<file path="config.mk">
export PLATFORM = sky130hd
export DESIGN_NAME = regfile_wb_arbiter_flat
export DESIGN_NICKNAME = d
export VERILOG_FILES = /design/src/rtl/regfile_wb_arbiter_if.sv /design/src/rtl/regfile_wb_arbiter.sv /design/src/flat_wrapper.sv
export SDC_FILE = /design/constraint.sdc
export NUM_CORES = 1
export LEC_CHECK = 0
export CAP_MARGIN = 20
export CORE_UTILIZATION = 44
export CTS_BUF_LIST = sky130_fd_sc_hd__clkbuf_8
export DETAILED_ROUTE_END_ITERATION = 16
export PLACE_DENSITY = 0.86
export SETUP_SLACK_MARGIN = 0.1
export SYNTH_ARGS = -nofsm -noshare
export SYNTH_HDL_FRONTEND = slang
export SYNTH_SLANG_ARGS = --single-unit
</file>
<file path="constraint.sdc">
create_clock -name clk -period 3.95 [get_ports clk]
set_input_delay 0.79 -clock clk [delete_from_list [all_inputs] [get_ports clk]]
set_output_delay 0.79 -clock clk [all_outputs]
set_load 0.01 [all_outputs]
</file>
<file path="src/rtl/regfile_wb_arbiter_if.sv">
// Writeback bundle between the ALU/load requesters, the arbiter and the register file write port.
// The master side drives the requests; the slave side (the arbiter) drives readies, the write port and the busy mask.
interface regfile_wb_arbiter_if #(
  parameter int DATA_W   = 32,
  parameter int ADDR_W   = 5,
  parameter int NUM_REGS = 32
);
  logic                alu_valid;
  logic                alu_ready;
  logic [ADDR_W-1:0]   alu_rd;
  logic [DATA_W-1:0]   alu_data;
  logic                mem_valid;
  logic                mem_ready;
  logic [ADDR_W-1:0]   mem_rd;
  logic [DATA_W-1:0]   mem_data;
  logic                write_enable;
  logic [ADDR_W-1:0]   write_reg;
  logic [DATA_W-1:0]   data_in;
  logic [NUM_REGS-1:0] busy_mask;

  modport master (
    output alu_valid, alu_rd, alu_data, mem_valid, mem_rd, mem_data,
    input  alu_ready, mem_ready, write_enable, write_reg, data_in, busy_mask
  );

  modport slave (
    input  alu_valid, alu_rd, alu_data, mem_valid, mem_rd, mem_data,
    output alu_ready, mem_ready, write_enable, write_reg, data_in, busy_mask
  );
endinterface

</file>
<file path="src/rtl/regfile_wb_arbiter.sv">
// Two-requester writeback arbiter: one holding slot per requester, oldest-first drain
// into a registered register-file write port, plus a per-register in-flight mask.
module regfile_wb_arbiter #(
  parameter int DATA_W   = 32,
  parameter int ADDR_W   = 5,
  parameter int NUM_REGS = 32
) (
  input  logic                   clk,
  input  logic                   rst,
  regfile_wb_arbiter_if.slave    wb_if
);

  logic              alu_full_q, alu_full_d;
  logic [ADDR_W-1:0] alu_rd_q, alu_rd_d;
  logic [DATA_W-1:0] alu_data_q, alu_data_d;
  logic              mem_full_q, mem_full_d;
  logic [ADDR_W-1:0] mem_rd_q, mem_rd_d;
  logic [DATA_W-1:0] mem_data_q, mem_data_d;
  logic              alu_first_q, alu_first_d;
  logic              we_q, we_d;
  logic [ADDR_W-1:0] wreg_q, wreg_d;
  logic [DATA_W-1:0] wdata_q, wdata_d;

  logic grant_alu, grant_mem;
  logic alu_load, mem_load, alu_keep, mem_keep;

  // alu_first_q is only meaningful while both slots are full; ties go to mem.
  assign grant_alu = alu_full_q & (~mem_full_q | alu_first_q);
  assign grant_mem = mem_full_q & (~alu_full_q | ~alu_first_q);

  assign wb_if.alu_ready = ~alu_full_q | grant_alu;
  assign wb_if.mem_ready = ~mem_full_q | grant_mem;

  // rd==0 transfers are accepted but never occupy a slot.
  assign alu_load = wb_if.alu_valid & wb_if.alu_ready & (wb_if.alu_rd != '0);
  assign mem_load = wb_if.mem_valid & wb_if.mem_ready & (wb_if.mem_rd != '0);
  assign alu_keep = alu_full_q & ~grant_alu;
  assign mem_keep = mem_full_q & ~grant_mem;

  always_comb begin
    alu_full_d  = alu_full_q & ~grant_alu;
    alu_rd_d    = alu_rd_q;
    alu_data_d  = alu_data_q;
    mem_full_d  = mem_full_q & ~grant_mem;
    mem_rd_d    = mem_rd_q;
    mem_data_d  = mem_data_q;
    alu_first_d = alu_first_q;
    we_d        = grant_alu | grant_mem;
    wreg_d      = wreg_q;
    wdata_d     = wdata_q;

    if (alu_load) begin
      alu_full_d = 1'b1;
      alu_rd_d   = wb_if.alu_rd;
      alu_data_d = wb_if.alu_data;
    end
    if (mem_load) begin
      mem_full_d = 1'b1;
      mem_rd_d   = wb_if.mem_rd;
      mem_data_d = wb_if.mem_data;
    end

    // A freshly loaded entry is always younger than one that stays behind.
    if (alu_load && (mem_load || mem_keep))
      alu_first_d = 1'b0;
    else if (mem_load && alu_keep)
      alu_first_d = 1'b1;

    if (grant_mem) begin
      wreg_d  = mem_rd_q;
      wdata_d = mem_data_q;
    end else if (grant_alu) begin
      wreg_d  = alu_rd_q;
      wdata_d = alu_data_q;
    end
  end

  always_ff @(posedge clk or posedge rst) begin
    if (rst) begin
      alu_full_q  <= 1'b0;
      alu_rd_q    <= '0;
      alu_data_q  <= '0;
      mem_full_q  <= 1'b0;
      mem_rd_q    <= '0;
      mem_data_q  <= '0;
      alu_first_q <= 1'b0;
      we_q        <= 1'b0;
      wreg_q      <= '0;
      wdata_q     <= '0;
    end else begin
      alu_full_q  <= alu_full_d;
      alu_rd_q    <= alu_rd_d;
      alu_data_q  <= alu_data_d;
      mem_full_q  <= mem_full_d;
      mem_rd_q    <= mem_rd_d;
      mem_data_q  <= mem_data_d;
      alu_first_q <= alu_first_d;
      we_q        <= we_d;
      wreg_q      <= wreg_d;
      wdata_q     <= wdata_d;
    end
  end

  assign wb_if.write_enable = we_q;
  assign wb_if.write_reg    = wreg_q;
  assign wb_if.data_in      = wdata_q;

  // Mask is decoded purely from slot and write-port flops.
  assign wb_if.busy_mask[0] = 1'b0;
  generate
    for (genvar gi = 1; gi < NUM_REGS; gi++) begin : g_busy
      assign wb_if.busy_mask[gi] = (alu_full_q && alu_rd_q == ADDR_W'(gi)) ||
                                   (mem_full_q && mem_rd_q == ADDR_W'(gi)) ||
                                   (we_q && wreg_q == ADDR_W'(gi));
    end
  endgenerate

endmodule

</file>
<file path="src/flat_wrapper.sv">
// flat-port wrapper written by rule: the top's interface ports become plain ports
module regfile_wb_arbiter_flat 
#(
  parameter int DATA_W   = 32,
  parameter int ADDR_W   = 5,
  parameter int NUM_REGS = 32
)
  (clk, rst, wb_if_alu_valid, wb_if_alu_rd, wb_if_alu_data, wb_if_mem_valid, wb_if_mem_rd, wb_if_mem_data, wb_if_alu_ready, wb_if_mem_ready, wb_if_write_enable, wb_if_write_reg, wb_if_data_in, wb_if_busy_mask);
  regfile_wb_arbiter_if #(.DATA_W(DATA_W), .ADDR_W(ADDR_W), .NUM_REGS(NUM_REGS)) wb_if_i ();
  input  logic clk;
  input  logic rst;
  input wire logic [$bits(wb_if_i.alu_valid)-1:0] wb_if_alu_valid;
  input wire logic [$bits(wb_if_i.alu_rd)-1:0] wb_if_alu_rd;
  input wire logic [$bits(wb_if_i.alu_data)-1:0] wb_if_alu_data;
  input wire logic [$bits(wb_if_i.mem_valid)-1:0] wb_if_mem_valid;
  input wire logic [$bits(wb_if_i.mem_rd)-1:0] wb_if_mem_rd;
  input wire logic [$bits(wb_if_i.mem_data)-1:0] wb_if_mem_data;
  output wire logic [$bits(wb_if_i.alu_ready)-1:0] wb_if_alu_ready;
  output wire logic [$bits(wb_if_i.mem_ready)-1:0] wb_if_mem_ready;
  output wire logic [$bits(wb_if_i.write_enable)-1:0] wb_if_write_enable;
  output wire logic [$bits(wb_if_i.write_reg)-1:0] wb_if_write_reg;
  output wire logic [$bits(wb_if_i.data_in)-1:0] wb_if_data_in;
  output wire logic [$bits(wb_if_i.busy_mask)-1:0] wb_if_busy_mask;
  assign wb_if_i.alu_valid = wb_if_alu_valid;
  assign wb_if_i.alu_rd = wb_if_alu_rd;
  assign wb_if_i.alu_data = wb_if_alu_data;
  assign wb_if_i.mem_valid = wb_if_mem_valid;
  assign wb_if_i.mem_rd = wb_if_mem_rd;
  assign wb_if_i.mem_data = wb_if_mem_data;
  assign wb_if_alu_ready = wb_if_i.alu_ready;
  assign wb_if_mem_ready = wb_if_i.mem_ready;
  assign wb_if_write_enable = wb_if_i.write_enable;
  assign wb_if_write_reg = wb_if_i.write_reg;
  assign wb_if_data_in = wb_if_i.data_in;
  assign wb_if_busy_mask = wb_if_i.busy_mask;
  regfile_wb_arbiter #(.DATA_W(DATA_W), .ADDR_W(ADDR_W), .NUM_REGS(NUM_REGS)) u_core (.clk(clk), .rst(rst), .wb_if(wb_if_i));
endmodule
</file>
# Word-level counts from Yosys, hierarchy flattened
# Cells that the tools add are included.
# totals
in_bits	78
register_bits	115
latchBits	0
rom_bits	0
n_memories	0
out_inout_bits	72
ramBits	0
# classes
bitwise_logic	18
eq_ne	93
n_div	0
n_mul	0
muxes	8
n_reduce_logical	162
shifts	0
n_addsub	0
order_cmp	0
# op_table
operator	n
5-bit == test, second input constant	48
5-bit by 4-bit == test with 1-bit output, second input constant	24
1-bit logical AND	95
32-bit 2-to-1 mux	2
1-bit logical OR	63
5-bit by 3-bit == test with 1-bit output, second input constant	12
5-bit by 2-bit == test with 1-bit output, second input constant	6
5-bit by 1-bit == test with 1-bit output, second input constant	3
5-bit 2-to-1 mux	2
5-bit nonzero test	2
1-bit bitwise AND	8
1-bit NOT	5
1-bit bitwise OR	5
1-bit 2-to-1 mux	4
2-bit nonzero test	2

# Depth between registers and ports, before layout
# logic_depth
word_depth	9
ltp_mapped	5
mapped_depth_nobuf	3

# Worst setup path after synthesis
# OpenSTA, ideal clock, no wires.
# synth_timing
path_type	input-to-reg
start	input wb_if_alu_rd[0]
end	register u_core.alu_data_q[10]
stages	4
path_slack_ns	1.658
arrival_time_ns	2.167
setup_ns	0.125
cell_sequence	or4_4 o211ai_4 buf_6 mux2_2
# synth_between
elab_chain_len	2
# synth_rtl
element	line_no	text
start: declaration	flat_wrapper.sv:13	input wire logic [$bits(wb_if_i.alu_rd)-1:0] wb_if_alu_rd;
5-bit nonzero test	regfile_wb_arbiter.sv:35	assign alu_load = wb_if.alu_valid & wb_if.alu_ready & (wb_if.alu_rd != '0);
1-bit bitwise AND	regfile_wb_arbiter.sv:35	
end signal: assignment	regfile_wb_arbiter.sv:93	alu_data_q <= alu_data_d;
end: declaration	regfile_wb_arbiter.sv:15	logic [DATA_W-1:0] alu_data_q, alu_data_d;
# Every way passes these cells.
# A chain may end at the register's enable or synchronous reset.

# Worst setup path in the final report
# layout_timing
start	register u_core.alu_rd_q[3]
end	output wb_if_busy_mask[11]
# layout_between
elab_chain_len	4
# layout_rtl
element	line_no	text
start: declaration	regfile_wb_arbiter.sv:14	logic [ADDR_W-1:0] alu_rd_q, alu_rd_d;
start signal: assignment	regfile_wb_arbiter.sv:92	alu_rd_q <= alu_rd_d;
5-bit by 4-bit == test with 1-bit output	regfile_wb_arbiter.sv:112	assign wb_if.busy_mask[gi] = (alu_full_q && alu_rd_q == ADDR_W'(gi)) ||
1-bit logical AND	regfile_wb_arbiter.sv:112	
1-bit logical OR	regfile_wb_arbiter.sv:112	
1-bit logical OR	regfile_wb_arbiter.sv:113	(mem_full_q && mem_rd_q == ADDR_W'(gi)) ||
end: declaration	flat_wrapper.sv:23	output wire logic [$bits(wb_if_i.busy_mask)-1:0] wb_if_busy_mask;
# Every way passes these cells.

==> impl_metrics.env <==
export IMPL_critical_path_startpoint="u_core.alu_rd_q[3]"
export IMPL_ys_flop_type="dfrtp_1"
export IMPL_finalNetCount=694
export IMPL_holdBufCountCts=0
export IMPL_busiest_layer="met2"
export IMPL_multi_input_area_um2=2490
export IMPL_grt_max_degree=65
export IMPL_r2r_end="u_core.wb_if.data_in[13]"
export IMPL_drc=0
export IMPL_power_density_nw_per_um2=670
export IMPL_min_from="u_core.mem_data_q[2]"
export IMPL_cp_data_required_time_ns=3.16
export IMPL_hold_ws_ns=0.496
export IMPL_die_area_um2=13000
export IMPL_postCtsSetupRepairBufs=0
export IMPL_endpoint_kind="output port"
export IMPL_holdPathEnd="u_core.mem_data_q[2]"
export IMPL_p_leak_nw=3.17
export IMPL_outcome="complete, no violations"
export IMPL_final_area_um2=7630
export IMPL_met2_usage_pct=37.6
export IMPL_diodes=0
export IMPL_fin_worst_skew_ns=0.0142
export IMPL_drt_wl_total_mm=13.9
export IMPL_fin_crit_ns=3.41
export IMPL_fin_crit_sh_pct=86.4
export IMPL_use_met3_pct=8.68
export IMPL_synth_nets=552
export IMPL_synth_area_um2=5540
export IMPL_fin_ws_ns=0.537
export IMPL_dr_total_vias=4405
export IMPL_dp_hpwl_mm=9.84
export IMPL_track_usage_pct=22.6
export IMPL_maxSlewHeadroom_pct=40.0
export IMPL_gp_congestion=1.01
export IMPL_setup_tns_final_ns=0
export IMPL_ir_drop_mv=0.388
export IMPL_setup_viol=0
export IMPL_cp_max_fo=13
export IMPL_cts_repair_resized=0
export IMPL_cts_tree="done"
export IMPL_seqCellArea_um2=2880
export IMPL_async_flop_share_pct=100
export IMPL_cts_sinks=115
export IMPL_cts_root_buffer="clkbuf_8"
export IMPL_clock_fmax_ghz=0.293
export IMPL_max_clock_path_buffers=2
export IMPL_fp_dieH_um=114
export IMPL_io_buffers=148
export IMPL_drt_iter0_markers=294
export IMPL_first_pass_iters=4
export IMPL_cts_buffers=17
export IMPL_clk_pin_slew_ns=0.07
export IMPL_grt_pass1_wl_mm=22.6
export IMPL_dp_slack_ns=0.960
export IMPL_wl_per_cell_um=17.5
export IMPL_route_antenna_remaining_nets=0
export IMPL_initial_core_util_pct=45.5
export IMPL_yosys_register_bits=115
export IMPL_grt_use_met1_pct=26.1
export IMPL_ys_seq_area_share_pct=52.0
export IMPL_whs_path_depth=1
export IMPL_reg2reg_depth=4
export IMPL_reg2reg_from="u_core.mem_full_q"
export IMPL_drive_gt1_share_pct=18.5
export IMPL_core_area_um2=12200
export IMPL_r2r_setup_slack_ns=1.67
export IMPL_grt_pass1_vias=4668
export IMPL_maxCapViolCount=0
export IMPL_area_growth_pct=37.7
export IMPL_synth_area_per_cell_um2=11.7
export IMPL_finalHoldViolations=0
export IMPL_syn_inst=474
export IMPL_hold_class="flop to flop"
export IMPL_num_fill_cells=967
export IMPL_drv_slew=0
export IMPL_htree_levels=4
export IMPL_final_util_pct=62.7
export IMPL_io_pins=150
export IMPL_synth_cell_types=45
export IMPL_cp_data_arrival_time_ns=2.62
export IMPL_path_class="flop to output port"
export IMPL_overflow=0
export IMPL_ys_warnings_count=0
export IMPL_place_area_um2=7140
export IMPL_clock_latency_ns=0.42
export IMPL_grt_setup_unrepaired="no"
export IMPL_antenna_found_initial=0
export IMPL_rows=40
export IMPL_worst_pin_slew_ns=0.898
export IMPL_cp_start_kind="flop"
export IMPL_synth_edff_count=0
export IMPL_fp_dieW_um=114
export IMPL_via_per_inst=5.53
critical path, stage by stage (launching register included):
cell,delay (ns)
dfrtp_1,0.61
nor4bb_1,0.68
a32oi_1,0.23
nand2_1,0.13
clkdlybuf4s50_1,0.54
layout by cell type, fill, tap and decap left out, types with 2 or more instances in the layout:
master	n
bufinv_16	6
a21oi_1	31
o221a_2	8
nand2b_1	10
mux2i_1	29
clkinv_2	2
a221o_1	2
a22o_1	9
a22oi_1	15
and2_1	2
o31ai_1	2
nor3_1	3
and4b_1	8
nor4bb_1	7
nor2b_1	10
buf_4	6
nor4b_1	2
nor2_1	35
clkdlybuf4s50_1	148
mux2_2	63
nand2_1	31
a32oi_1	12
nand3_1	12
and4_1	3
clkbuf_8	21
dfrtp_1	115
inv_1	2
mux2_1	2
o21ai_0	13
report_power, final:
part / internal (mW) / leakage, nW / total (mW) / switching (mW)
logic: 1.03 / 1.58 / 1.82 / 0.796
clock network: 0.877 / 0.253 / 1.33 / 0.455
registers: 1.57 / 1.33 / 1.96 / 0.384
per-layer routing:
layer / wire length (µm) / part of all wire, %
met3: 1130 / 8.1
met4: 333 / 2.4
met2: 6880 / 49
met1: 5600 / 40
met5: 0 / 0
per-stage QoR:
stage | cells | total power [mW]
floorplan | 474 | 2.90
global placement | 765 | 3.73
detailed placement | 765 | 3.78
CTS | 796 | 5.14
global route | 796 | 5.39
finish | 796 | 5.11
layout make-up:
class                   instances  share of cell area [%]
repair buffers                155                    20.3
multi-input cells             325                    32.7
inverters                       2                   0.131
clock buffers                  21                    3.79
flip-flops and latches        115                    37.7
well taps                     168                    2.76
clock inverters                10                    2.66
how the worst max path moves through the flow:
stage,endpoint,depth (start not counted)
after global placement,wb_if_busy_mask[19],4
after CTS,wb_if_busy_mask[19],4
after detailed placement,u_core.alu_data_q[6],5
final,wb_if_busy_mask[11],4
after floorplan,u_core.alu_data_q[0],1
after global routing,wb_if_busy_mask[7],4
cells in the mapped netlist (9+ instances only):
cell,number,area share [%]
nor2_1,35,2.4
dfrtp_1,115,52
nor2b_1,10,1.1
nand2_1,31,2.1
a32oi_1,12,1.9
a22oi_1,15,2.0
nand3_1,12,1.1
mux2i_1,29,5.2
clkbuf_1,18,1.2
a21oi_1,31,2.8
o21ai_0,13,1.2
nand2b_1,10,1.1
mux2_2,63,13
a22o_1,9,1.4
cell families after synthesis:
kind of cell           synth area share, %
buffers and inverters                 3.28
AO/OA/AOI/OAI                         13.1
flip-flops                            52.0
AND/OR/NAND/NOR                       13.1
multiplexers                          18.5
other                               0.0677
No activity file was read; power rests on OpenSTA's default activity.
